`src/rtl/eth_udp_tx_sched.sv`:
```
// Round-robin scheduler sharing one GMII UDP TX engine among four payload sources.
// Arbitrates in IDLE, launches the engine, steers byte requests in BUSY, then holds an IFG.
module eth_udp_tx_sched #(
  parameter int unsigned NUM_CH         = 4,
  parameter logic [15:0] MAX_LEN        = 16'd1472,
  parameter int unsigned IFG_CYCLES     = 16,
  parameter int unsigned TIMEOUT_CYCLES = 4096
) (
  input  logic                   clk125m,
  input  logic                   reset_p,
  input  logic [NUM_CH-1:0]      ch_req,
  input  logic [16*NUM_CH-1:0]   ch_len,
  input  logic [16*NUM_CH-1:0]   ch_port,
  input  logic [8*NUM_CH-1:0]    ch_dat,
  output logic [NUM_CH-1:0]      ch_rd,
  output logic [NUM_CH-1:0]      ch_start,
  output logic [NUM_CH-1:0]      ch_done,
  output logic [NUM_CH-1:0]      ch_err,
  output logic                   tx_en_pulse,
  output logic [15:0]            data_length,
  output logic [15:0]            dst_port,
  input  logic                   payload_req_i,
  output logic [7:0]             payload_dat_o,
  input  logic                   tx_done,
  output logic                   busy
);

  localparam int unsigned PTR_W        = $clog2(NUM_CH);
  localparam logic [15:0] TIMEOUT_LAST = 16'(TIMEOUT_CYCLES - 1);
  localparam logic [15:0] IFG_LAST     = 16'(IFG_CYCLES - 1);

  typedef enum logic [1:0] {IDLE, LAUNCH, BUSY, GAP} state_t;

  state_t             state, state_next;
  logic [PTR_W-1:0]   rr_ptr;
  logic [PTR_W-1:0]   grant;
  logic [15:0]        cnt;

  logic               win_found;
  logic [PTR_W-1:0]   win_idx;
  logic [PTR_W-1:0]   cand;
  logic [15:0]        win_len;
  logic [15:0]        win_port;
  logic               win_legal;

  // First requesting channel at or after rr_ptr, wrapping.
  // NOTE: every always_comb output gets a default before any branch so no latch is inferred.
  always_comb begin
    win_found = 1'b0;
    win_idx   = rr_ptr;
    cand      = rr_ptr;
    for (int k = 0; k < NUM_CH; k++) begin
      cand = rr_ptr + PTR_W'(k);
      if (!win_found && ch_req[cand]) begin
        win_found = 1'b1;
        win_idx   = cand;
      end
    end
  end

  assign win_len   = ch_len[16*win_idx +: 16];
  assign win_port  = ch_port[16*win_idx +: 16];
  assign win_legal = (win_len != 16'd0) && (win_len <= MAX_LEN);

  // State register.
  // NOTE: sequential state uses non-blocking assignments so every flop samples pre-edge values.
  always_ff @(posedge clk125m or posedge reset_p) begin
    if (reset_p) state <= IDLE;
    else         state <= state_next;
  end

  // Next-state logic; tx_done wins over a timeout landing in the same cycle.
  always_comb begin
    state_next = state;
    case (state)
      IDLE:    if (win_found && win_legal) state_next = LAUNCH;
      LAUNCH:  state_next = BUSY;
      BUSY:    if (tx_done || cnt == TIMEOUT_LAST) state_next = GAP;
      GAP:     if (cnt == IFG_LAST) state_next = IDLE;
      default: state_next = IDLE;
    endcase
  end

  // Combinational byte steering, live only while the engine is streaming.
  always_comb begin
    ch_rd         = '0;
    payload_dat_o = '0;
    if (state == BUSY) begin
      ch_rd[grant]  = payload_req_i;
      payload_dat_o = ch_dat[8*grant +: 8];
    end
  end

  // Registered control outputs, grant bookkeeping and the shared timeout/IFG counter.
  always_ff @(posedge clk125m or posedge reset_p) begin
    if (reset_p) begin
      rr_ptr      <= '0;
      grant       <= '0;
      cnt         <= '0;
      data_length <= '0;
      dst_port    <= '0;
      tx_en_pulse <= 1'b0;
      ch_start    <= '0;
      ch_done     <= '0;
      ch_err      <= '0;
      busy        <= 1'b0;
    end else begin
      tx_en_pulse <= 1'b0;
      ch_start    <= '0;
      ch_done     <= '0;
      ch_err      <= '0;
      busy        <= (state_next != IDLE);

      case (state)
        IDLE: begin
          if (win_found) begin
            rr_ptr <= win_idx + 1'b1;
            if (win_legal) begin
              grant             <= win_idx;
              data_length       <= win_len;
              dst_port          <= win_port;
              tx_en_pulse       <= 1'b1;
              ch_start[win_idx] <= 1'b1;
            end else begin
              ch_err[win_idx] <= 1'b1;
            end
          end
        end
        BUSY: begin
          if (tx_done)                  ch_done[grant] <= 1'b1;
          else if (cnt == TIMEOUT_LAST) ch_err[grant]  <= 1'b1;
        end
        default: ;
      endcase

      // Counter restarts on every state change, so it measures time spent in BUSY or GAP.
      if (state_next == state && (state == BUSY || state == GAP)) cnt <= cnt + 16'd1;
      else                                                        cnt <= '0;
    end
  end

endmodule

```
`config.mk`:
```
export PLATFORM = sky130hd
export DESIGN_NAME = eth_udp_tx_sched
export DESIGN_NICKNAME = d
export VERILOG_FILES = /design/src/rtl/eth_udp_tx_sched.sv
export SDC_FILE = /design/constraint.sdc
export NUM_CORES = 1
export LEC_CHECK = 0
export BUFFER_PORTS_ARGS = -buffer_cell sky130_fd_sc_hd__buf_4
export CORE_AREA = 5 5 112 114
export DETAILED_ROUTE_END_ITERATION = 8
export DIE_AREA = 0 0 117 119
export GPL_TIMING_DRIVEN = 0
export PLACE_DENSITY = 0.71
export SLEW_MARGIN = 40
export SYNTH_ARGS = -nofsm -noshare
export SYNTH_HDL_FRONTEND = slang
export SYNTH_SLANG_ARGS = --single-unit
```
`constraint.sdc`:
```
create_clock -name clk125m -period 7.8 [get_ports clk125m]
set_clock_uncertainty 0.15 [all_clocks]
set_input_delay 1.56 -clock clk125m [delete_from_list [all_inputs] [get_ports clk125m]]
set_output_delay 1.56 -clock clk125m [all_outputs]
set_load 0.005 [all_outputs]
```
==> results.tsv <==
metric	value	unit
cts_buffers	9	
avgSynthCellArea	8.504	sq um
synth-async-reset-ratio	1.000	
syn2layout_area_growth	48.98	%
relSlewSlack	0.5668	
ys_types	55	
gp_routability_congestion	0.9245	
crit_arrival	4.39	ns
cap_violations	0	
worstMarginPinSlew	0.6498	ns
ant_nets	0	
path_class	in2reg	
drc_errors	0	
synth_edf_count	0	
synth_warnings	0	
cts_resized	0	
initial_core_util	0.3951	
startpoint_type	input pin	
viasPerCell	5.396	
antennaDiodeCount	0	
power_density	265.9	nW/um^2
final_area	6664	sq um
register_area	1702	sq um
fin_util	0.5886	
drtIter0Drc	229	
vias	4910	
ys_seq_area_frac	0.3804	
multi_input_area	2549	sq um
hp-class	reg2reg	
p_leak	0.003227	uW
setup_viol	0	
syn_nets	699	
hold_buffers	0	
syn-cell-area	4473	sq um
final_cell_mix	buf_4, nand2_1, dfrtp_1, nor2_1, a21oi_1	
clock-sinks	68	
end_kind	flip-flop	
finalHoldViolations	0	
grt.total_usage	0.2225	
synth-seq-cells	68	
ioPinCount	226	
ir_drop	0.0002100	V
rsz0062_at_grt	no	
nets	936	
wirelength	15.66	mm
status	completed	
core_area	11320	sq um
grt_pass1_vias	5000	
synthCells	526	
rows	39	
max_freq	229.6	MHz
cts_tree	yes	
ctsHtreeMaxLevel	3	
worst-path-max-fanout	10	
grt_overflow_total	0	
die_area	13920	sq um
hpwl	12.83	mm
place_area	6371	sq um
final_common_cell	buf_4	
crit_required	7.84	ns
firstDrtPassIters	4	
drv_slew	0	
n_fill_cell	1065	
cts_root_buf	clkbuf_16	
insertion_delay	0.32	ns
grt_first_pass_wirelength	24.67	mm
fp.dieW	117	um
die_h	119	um
min_period_over_period	0.5585	
post-cts-setup-buffers	0	
tns	0	ns
grt_max_degree	47	
port_buffers	225	
cts_buffer_depth	2	
wl_per_cell	17.21	um
min_period	4.356	ns
pre_cts_ws	3.179	ns
synth-main-ff-cell	dfrtp_1	
grt_antenna_before_repair	0	
drive_gt1_frac	0.3664	
setup_slack	3.444	ns
path_clk_slew	0.06	ns
worst max-delay path, cell delays in order:
cell	delay (ns)
buf_4	0.10
nor2b_1	0.29
nor4_2	0.09
or2_1	0.29
clkbuf_1	0.27
a211oi_1	0.39
o22ai_1	0.12
and4b_1	0.33
nand3b_1	0.26
nand3_2	0.14
buf_2	0.22
o31ai_1	0.33
sequential cells by signal, summed over array words and instances (netlist names):
signal,cells
cnt,16
data_length,16
dst_port,16
ch_done,4
ch_err,4
ch_start,4
grant,2
rr_ptr,2
state,2
busy,1
tx_en_pulse,1
cell families (layout without fill, tap and decap cells):
logic type                 Yosys count  in the layout  synth area share
and+or+nand+nor                    252            252            0.2822
xor gates and xnor gates            14             14           0.02741
buffers and inverters               46            287           0.04979
DFF                                 68             68            0.3804
adders and majority gates            5              5           0.01399
AOI/OAI and AO/OA                  126            126            0.1891
muxes                               15             15           0.05706
metal layers:
metal  global-route usage  vias to the layer above  share of wire
li1                     -                     2347              -
met1               0.2747                     2344           0.39
met2               0.3887                      196           0.51
met3              0.04767                       23          0.085
met4              0.06093                        0          0.018
met5                    0                        -              0
synth_stat cells (6+ instances only):
cell type,n,area share
a21oi_1,39,0.044
and2_1,9,0.013
buf_2,8,0.0090
clkbuf_1,19,0.016
dfrtp_1,68,0.38
inv_1,8,0.0067
mux4_2,8,0.040
nand2_1,102,0.086
nand3_1,30,0.034
nand3_2,11,0.025
nand4_1,9,0.013
nor2_1,43,0.036
nor2b_1,13,0.018
o211ai_1,11,0.018
o21a_1,7,0.012
o21ai_0,12,0.013
o31a_1,7,0.014
o31ai_1,18,0.030
or4_1,6,0.010
xnor2_1,6,0.012
xor2_1,8,0.016
report_power, final:
part | switching, uW | leakage (uW) | internal [uW]
logic | 483 | 0.00217 | 387
clock network | 147 | 0.000138 | 254
registers | 69.4 | 0.000915 | 432
per-stage QoR:
stage	cells	power, uW	hold WS, ns
final	910	1772	0.3094
after global routing	910	1897	0.3344
after CTS	910	1777	0.3109
after detailed placement	895	1375	0.3037
after global placement	894	1348	0.2991
after floorplan	526	1022	0.2829
worst paths after layout:
check / cells past startpoint / slack (ns) / from / to
max: 12 / 3.44 / ch_req[0] / grant[0]$_DFFE_PP0P_
min: 1 / 0.31 / cnt[0]$_DFF_PP0_ / cnt[0]$_DFF_PP0_
max reg2reg: 11 / 4.30 / rr_ptr[0]$_DFFE_PP0P_ / grant[0]$_DFFE_PP0P_
min reg2reg: 1 / 0.31 / cnt[0]$_DFF_PP0_ / cnt[0]$_DFF_PP0_
max in group asynchronous: 3 / 5.91 / reset_p / data_length[11]$_DFFE_PP0P_
min in group asynchronous: 2 / 1.06 / reset_p / dst_port[10]$_DFFE_PP0P_
final cells by class:
type / count / area share
buffer: 36 / 0.02741
clock buffer: 11 / 0.03643
clock inverter: 4 / 0.007510
inverter: 10 / 0.006384
multi-input combinational: 412 / 0.3825
sequential: 68 / 0.2554
tap: 143 / 0.02685
timing repair buffer: 226 / 0.2576
Power figures use the tool's default switching activity.
